===== src/rtl/uart_pkg.sv =====
// Shared UART constants: arbiter FSM encoding and frame timing used by the TX/RX blocks.
package uart_pkg;

    localparam logic [1:0] IDLE  = 2'b00;
    localparam logic [1:0] START = 2'b01;
    localparam logic [1:0] WAIT  = 2'b10;

    localparam int FRAME_BITS = 10;
    localparam int OVERSAMPLE = 16;

    // Slack on top of one full oversampled frame before tx_done is considered lost.
    localparam int TIMEOUT_MARGIN  = 40;
    localparam int DEFAULT_TIMEOUT = FRAME_BITS * OVERSAMPLE + TIMEOUT_MARGIN;

endpackage


===== src/rtl/uart_rr_pick.sv =====
// Round-robin picker: first set bit of req at or above ptr, wrapping past the top.
module uart_rr_pick #(
    parameter int NUM_REQ = 4,
    parameter int IW      = 2
) (
    input  logic [NUM_REQ-1:0] req,
    input  logic [IW-1:0]      ptr,
    output logic               found,
    output logic [IW-1:0]      idx
);

    int j;

    // Walk offsets from the far end down so the smallest offset from ptr is written last.
    always_comb begin
        found = 1'b0;
        idx   = '0;
        j     = 0;
        for (int i = NUM_REQ - 1; i >= 0; i--) begin
            j = int'(ptr) + i;
            if (j >= NUM_REQ) j = j - NUM_REQ;
            if (req[j]) begin
                found = 1'b1;
                idx   = IW'(j);
            end
        end
    end

endmodule


===== src/rtl/uart_tx_arbiter.sv =====
// Round-robin sharing of one UART transmitter between NUM_REQ byte sources,
// with per-requester ack on tx_done and err when the frame never completes.
module uart_tx_arbiter
    import uart_pkg::*;
#(
    parameter int NUM_REQ    = 4,
    parameter int data_width = 8,
    parameter int TIMEOUT    = DEFAULT_TIMEOUT
) (
    input  logic                          tx_clk,
    input  logic                          rst,
    input  logic [NUM_REQ-1:0]            req,
    input  logic [NUM_REQ*data_width-1:0] req_data,
    output logic [NUM_REQ-1:0]            grant,
    output logic [NUM_REQ-1:0]            ack,
    output logic [NUM_REQ-1:0]            err,
    output logic                          tx_start,
    output logic [data_width-1:0]         tx_data,
    input  logic                          tx_busy,
    input  logic                          tx_done,
    output logic                          busy
);

    localparam int IW = (NUM_REQ > 1) ? $clog2(NUM_REQ) : 1;

    logic [1:0]    state;
    logic [IW-1:0] ptr;
    logic [IW-1:0] idx;
    logic [15:0]   cnt;
    logic          pick_found;
    logic [IW-1:0] pick_idx;
    logic [IW-1:0] next_ptr;

    uart_rr_pick #(
        .NUM_REQ (NUM_REQ),
        .IW      (IW)
    ) u_pick (
        .req   (req),
        .ptr   (ptr),
        .found (pick_found),
        .idx   (pick_idx)
    );

    assign next_ptr = (idx == IW'(NUM_REQ - 1)) ? '0 : idx + 1'b1;
    assign tx_start = (state == START);
    assign busy     = (state != IDLE);

    always_ff @(posedge tx_clk or posedge rst) begin
        if (rst) begin
            state   <= IDLE;
            ptr     <= '0;
            idx     <= '0;
            cnt     <= '0;
            grant   <= '0;
            ack     <= '0;
            err     <= '0;
            tx_data <= '0;
        end else begin
            ack <= '0;
            err <= '0;
            case (state)
                IDLE: begin
                    // A busy transmitter means someone else owns the line; stay out of it.
                    if (pick_found && !tx_busy) begin
                        grant   <= NUM_REQ'(1) << pick_idx;
                        idx     <= pick_idx;
                        tx_data <= req_data[pick_idx*data_width +: data_width];
                        state   <= START;
                    end
                end
                START: begin
                    cnt   <= '0;
                    state <= WAIT;
                end
                WAIT: begin
                    cnt <= cnt + 16'd1;
                    if (tx_done) begin
                        ack   <= NUM_REQ'(1) << idx;
                        ptr   <= next_ptr;
                        grant <= '0;
                        state <= IDLE;
                    end else if (cnt == 16'(TIMEOUT - 1)) begin
                        err   <= NUM_REQ'(1) << idx;
                        ptr   <= next_ptr;
                        grant <= '0;
                        state <= IDLE;
                    end
                end
                default: begin
                    grant <= '0;
                    state <= IDLE;
                end
            endcase
        end
    end

endmodule


===== config.mk =====
export PLATFORM = sky130hd
export DESIGN_NAME = uart_tx_arbiter
export DESIGN_NICKNAME = d
export VERILOG_FILES = /design/src/rtl/uart_pkg.sv /design/src/rtl/uart_rr_pick.sv /design/src/rtl/uart_tx_arbiter.sv
export SDC_FILE = /design/constraint.sdc
export NUM_CORES = 1
export LEC_CHECK = 0
export ABC_AREA = 0
export CORE_ASPECT_RATIO = 0.9
export CORE_MARGIN = 1.5
export CORE_UTILIZATION = 44
export DETAILED_ROUTE_END_ITERATION = 8
export PLACE_DENSITY = 0.73
export SLEW_MARGIN = 20
export SYNTH_ARGS = -nofsm -noshare
export SYNTH_HDL_FRONTEND = slang
export SYNTH_SLANG_ARGS = --single-unit

===== constraint.sdc =====
create_clock -name tx_clk -period 1.55 [get_ports tx_clk]
set_input_delay 0.2325 -clock tx_clk [delete_from_list [all_inputs] [get_ports tx_clk]]
set_output_delay 0.2325 -clock tx_clk [all_outputs]
set_load 0.03 [all_outputs]

# Word-level counts from Yosys, hierarchy flattened
# Index checks and enable logic that the tools add are counted.
# classes
n_eq_ne	6
muxes	41
order_cmp	8
bitwise_logic	1
n_reduce_logical	10
add_sub_neg	9
shift	3
# ops
cell	count
$lt 32x4->1 const B	4
$mux 32	4
$ge 32x4->1 const B	3
$sub 32x4->32 const B	3
$mux 4	8
$pmux 16 s2	1
$shiftx 32x6->8	1
$mux 2	10
$add 16x1->16 const B	1
$eq 16x8->1 const B	1
$mux 1	12
$pmux 4 s3	1
$bmux 1 s2	4
$shl 1x2->4 const A	2
$add 2x2->3 const B	2
$pmux 2 s3	1
$reduce_and 2->1	3
$reduce_bool 2->1	3
$eq 2x2->1 const B	2
$sub 2x3->4 const B	1
$add 2x1->3 const B	1
$ge 2x3->1 const B	1
$ne 3x3->1 const B	1
$reduce_and 3->1	1
7 further kinds	7
# word_totals
elab_cells	86
register_bits	42
out_inout_bits	22

# Longest topological paths before layout
# depth
ltp_word	13
depth_mapped	8

# By module
# From an unflattened synthesis, not the netlist that was laid out.
# hier_totals
hier_cells	216
hier_area_um2	2263.4
# modules_own_cells
module	instances	seq_area_each_um2	cells_per_inst	area_each_um2
uart_tx_arbiter	1	1051.0	203	2185.8
uart_rr_pick	1	0.0	13	77.6

# Least setup slack after synthesis
# Ideal clock, no wire load.
# synth_timing
kind	flip-flop to flip-flop
startpoint	register state[0]
endpoint	register tx_data[0]
slack_ps	-238
path_stages_with_launch	8
arrival_ps	1666
n_path_buf	0
t_required_ps	1427
setup_ps	123
period_less_slack_ps	1788
cell_sequence	dfrtp_1 inv_1 ha_1 inv_1 nor3_2 a21boi_1 nand3_1 o221a_1
# synth_via
elab_chain_cells	2
# synth_rtl
element	line_no	source
from (decl)	uart_tx_arbiter.sv:26	logic [1:0] state;
from (signal assigned)	uart_tx_arbiter.sv:50	state <= IDLE;
from (signal assigned)	uart_tx_arbiter.sv:68	state <= START;
from (signal assigned)	uart_tx_arbiter.sv:73	state <= WAIT;
$logic_not 2->1	uart_tx_arbiter.sv:61	case (state)
$reduce_and 2->1 (no source line)	--	
to (signal assigned)	uart_tx_arbiter.sv:67	tx_data <= req_data[pick_idx*data_width +: data_width];
to (decl)	uart_tx_arbiter.sv:18	output logic [data_width-1:0] tx_data,
# Every way passes these cells.
# A chain may end at the register's enable or synchronous reset.

# Worst setup path in the final report
# layout_timing
startpoint	register cnt[0]
endpoint	register ptr[1]
# layout_via
elab_chain_cells	3
# layout_rtl
element	line_no	source
from (decl)	uart_tx_arbiter.sv:29	logic [15:0] cnt;
from (signal assigned)	uart_tx_arbiter.sv:76	cnt <= cnt + 16'd1;
$eq 16x8->1	uart_tx_arbiter.sv:82	end else if (cnt == 16'(TIMEOUT - 1)) begin
$reduce_bool 2->1 (no source line)	--	
$reduce_and 2->1 (no source line)	--	
to (signal assigned)	uart_tx_arbiter.sv:79	ptr <= next_ptr;
to (signal assigned)	uart_tx_arbiter.sv:84	ptr <= next_ptr;
to (decl)	uart_tx_arbiter.sv:27	logic [IW-1:0] ptr;
# Every way passes these cells.

==> flow_summary_export.csv <==
group,metric,value,unit
run_status,status,"complete, but fails checks",
run_status,violations,"setup timing",
routing,totalWireLength,5.99,mm
critical_path,crit_path_start_kind,"register",
grt,antenna_found_initial,0,
logic_synthesis,synth_area_leaders,"dfrtp_1 (46%), mux2_4 (5.9%), ha_1 (4.3%)",
layout,final_layout_size_suffix_gt1_frac,0.300,
critical_path,crit_type,"register to register",
logic_synthesis,synth_top_area_share,0.456,
logic_synthesis,synth-xor-area-share,0.0342,
routing,vias,2122,
sta,rsz0062_at_grt,"true",
die,fp.dieH,71.7,um
placed_design,dp.final_hpwl,4.43,mm
logic_synthesis,synthArstFlopShare,1.00,
logic_synthesis,synth_top_family_by_area,"simple AND/OR/NAND/NOR gates",
die,die_w,79.3,um
die,initial_core_util,0.465,
logic_synthesis,ys_ff_latch,42,
logic_synthesis,synth_nets,275,
clocking,insertion_delay,0.30,ns
logic_synthesis,netlist_area,0.00230,mm2
critical_path,arrival,1.89,ns
clocking,hold_buffers,0,
grt,grt_pass1_vias,2164,
power_and_ir_drop,ir_drop,1.11,mV
layout,fin_util,0.716,
power_and_ir_drop,power.density,1410,mW/mm2
routing,first_iter_violations,129,
logic_synthesis,yosys.area_share.adder,0.0434,
die,rows,24,
layout,nets,384,
sta,worst_slack,-0.160,ns
sta,tightest_slew,0.327,ns
worst_hold_path,hp-class,"primary input to async pin",
sta,finalClockSkew,0.00972,ns
critical_path,critPathMaxFanout,4,
critical_path,timing.rr.start,"cnt[0]",
routing,wl_per_cell,14.9,um
sta,fin_crit_sh,1.10,
power_and_ir_drop,p_leak,1.72,nW
grt,grt-ovfl-total,0,
clocking,numCtsBuffers,5,
grt,globalRouteTotalUtil,0.236,
die,core,0.00495,mm2
logic_synthesis,synth-compound-area-share,0.138,
layout,area_growth,54.0,%
critical_path,r2r_slack,-0.16,ns
placed_design,placed_area,0.00334,mm2
placed_design,place.gp.congestion,0.830,
placed_design,dp_slack,-0.458,ns
critical_path,cp.required,1.73,ns
routing,route.detailed.drc,0,
clocking,clk_pin_slew,0.08,ns
logic_synthesis,synth_flop_cell,"dfrtp_1",
logic_synthesis,ys_warn_count,0,
sta,setup_viol,22,
clocking,cts_sinks,42,
clocking,cts_root_buf,"clkbuf_8",
sta,slew_headroom,0.780,
clocking,tritoncts,"yes",
critical_path,r2r-end,"ptr[1]",
logic_synthesis,synth_seq_area_share,0.456,
layout,design_area,0.00355,mm2
logic_synthesis,yosys.area_share.simple,0.215,
routing,vias_per_cell,5.28,
critical_path,worstSetupEndpointType,"register",
die,die-area,0.00568,mm2
logic_synthesis,syn_inst,227,
routing,dr.pass1.iters,4,
routing,antenna_left,0,
sta,whs,0.292,ns
die,io_pins,62,
logic_synthesis,synth.distinct_cells,41,
grt,grt_start_max_net_pins,43,
sta,finalSetupTns,-1.46,ns
logic_synthesis,syn_area_per_cell,10.2,um2
logic_synthesis,synth-edff-count,0,
sta,maxSlewViolCount,0,
run,maxCapViolCount,0,
clocking,cts-htree-levels,2,
logic_synthesis,synth.mux.area_fraction,0.0771,
logic_synthesis,synth_top_cell_by_area,"dfrtp_1",
grt,grt_pass1_wl,10.2,mm
clocking,cts_max_path_buffers,2,
sta,clock.fmax,585,MHz
placed_design,portBuffers,61,
sta,min_period,1.71,ns
critical_path,reg2reg_depth,5,
layout,antenna_cells,0,
sta,finalHoldViolations,0,
-- power by group --
group / internal [mW] / switching (mW)
logic: 1.30 / 1.46
registers: 1.34 / 0.165
clock network: 0.358 / 0.377
total: 3.00 / 2.00
-- cell usage after synthesis, drive strengths merged (4+ instances only) --
cell    count
mux2       11
inv        12
dfrtp      42
nand4       4
a32o        4
clkbuf      6
nor2b       5
xor2        6
o21ai      20
ha          8
nand3      20
nor2       13
and2        6
nand2      23
and3        8
o221a       8
-- cells by family (layout without fill, tap and decap cells) --
| group | after synthesis | after routing |
|---|---|---|
| adders and majority gates | 8 | 8 |
| DFF | 42 | 42 |
| buffers and inverters | 20 | 130 |
| AOI/OAI and AO/OA | 43 | 43 |
| xor gates and xnor gates | 9 | 9 |
| muxes | 13 | 13 |
| and+or+nand+nor | 92 | 92 |
-- worst max-delay path: stages (launching register included) --
cell and delay, ns:
dfrtp_1 0.36, ha_2 0.18, nand4_1 0.11, nand4b_1 0.33
a21boi_2 0.29, mux2_4 0.32
-- worst max path at each step --
| stage | depth (start not counted) | startpoint | to |
|---|---|---|---|
| 2_1_floorplan | 6 | cnt[0] | grant[0] |
| 3_3_place_gp | 7 | req[2] | tx_data[3] |
| 3_5_place_dp | 7 | req[2] | tx_data[5] |
| 4_1_cts | 5 | cnt[1] | ptr[1] |
| 5_1_grt | 5 | cnt[0] | ptr[1] |
| 6_report | 5 | cnt[0] | ptr[1] |
-- area by class of cell --
type                    instances  area [um2]
multi-input cells             165        1290
clock buffers                   6        82.6
fillers                       387        1410
inverters                      12        45.0
repair buffers                110         986
well taps                      65        81.3
clock inverters                 2        12.5
flip-flops and latches         42        1050
-- stage by stage --
| stage | total power [mW] | instances |
|---|---|---|
| after floorplan | 3.10 | 227 |
| after global placement | 4.19 | 389 |
| after detailed placement | 4.24 | 389 |
| after CTS | 4.97 | 402 |
| after global routing | 5.33 | 402 |
| final | 5.00 | 402 |
-- registers in the layout (all words and copies together) (netlist names) --
| signal | cells |
|---|---|
| ptr | 2 |
| err | 4 |
| state | 2 |
| ack | 4 |
| cnt | 16 |
| grant | 4 |
| tx_data | 8 |
| idx | 2 |
-- layer usage --
layer	track usage	vias up	share of wire
met5	0	-	0
met4	0.0897	0	0.023
met3	0.0395	13	0.044
met2	0.391	66	0.48
met1	0.312	1014	0.45
li1	-	1029	-
-- timing repair --
item	in CTS	in global routing
buffers inserted	5	1
gates resized for setup	27	16
endpoints found under the setup margin	37	38
endpoints found under the hold margin	0	0
pin swaps	6	16
-- cell usage in the layout, fill, tap and decap left out, types with 2 or more instances in the layout --
cell type / n
nand2_1: 16
o21ai_1: 7
xnor2_1: 3
and2_1: 4
ha_1: 6
nand2_2: 5
dfrtp_1: 42
nand2_8: 2
xor2_1: 6
mux2i_1: 2
clkbuf_8: 6
inv_2: 3
nor4_2: 2
a21boi_2: 2
clkdlybuf4s50_1: 38
buf_4: 49
a32o_1: 4
a21oi_2: 2
nor2b_1: 4
dlygate4sd2_1: 15
mux2_4: 10
inv_1: 9
nand4_1: 4
o21ai_0: 12
and3_1: 7
o221a_1: 8
nor2_1: 13
dlymetal6s2s_1: 6
nand3_1: 19
Power figures use the tool's default switching activity.
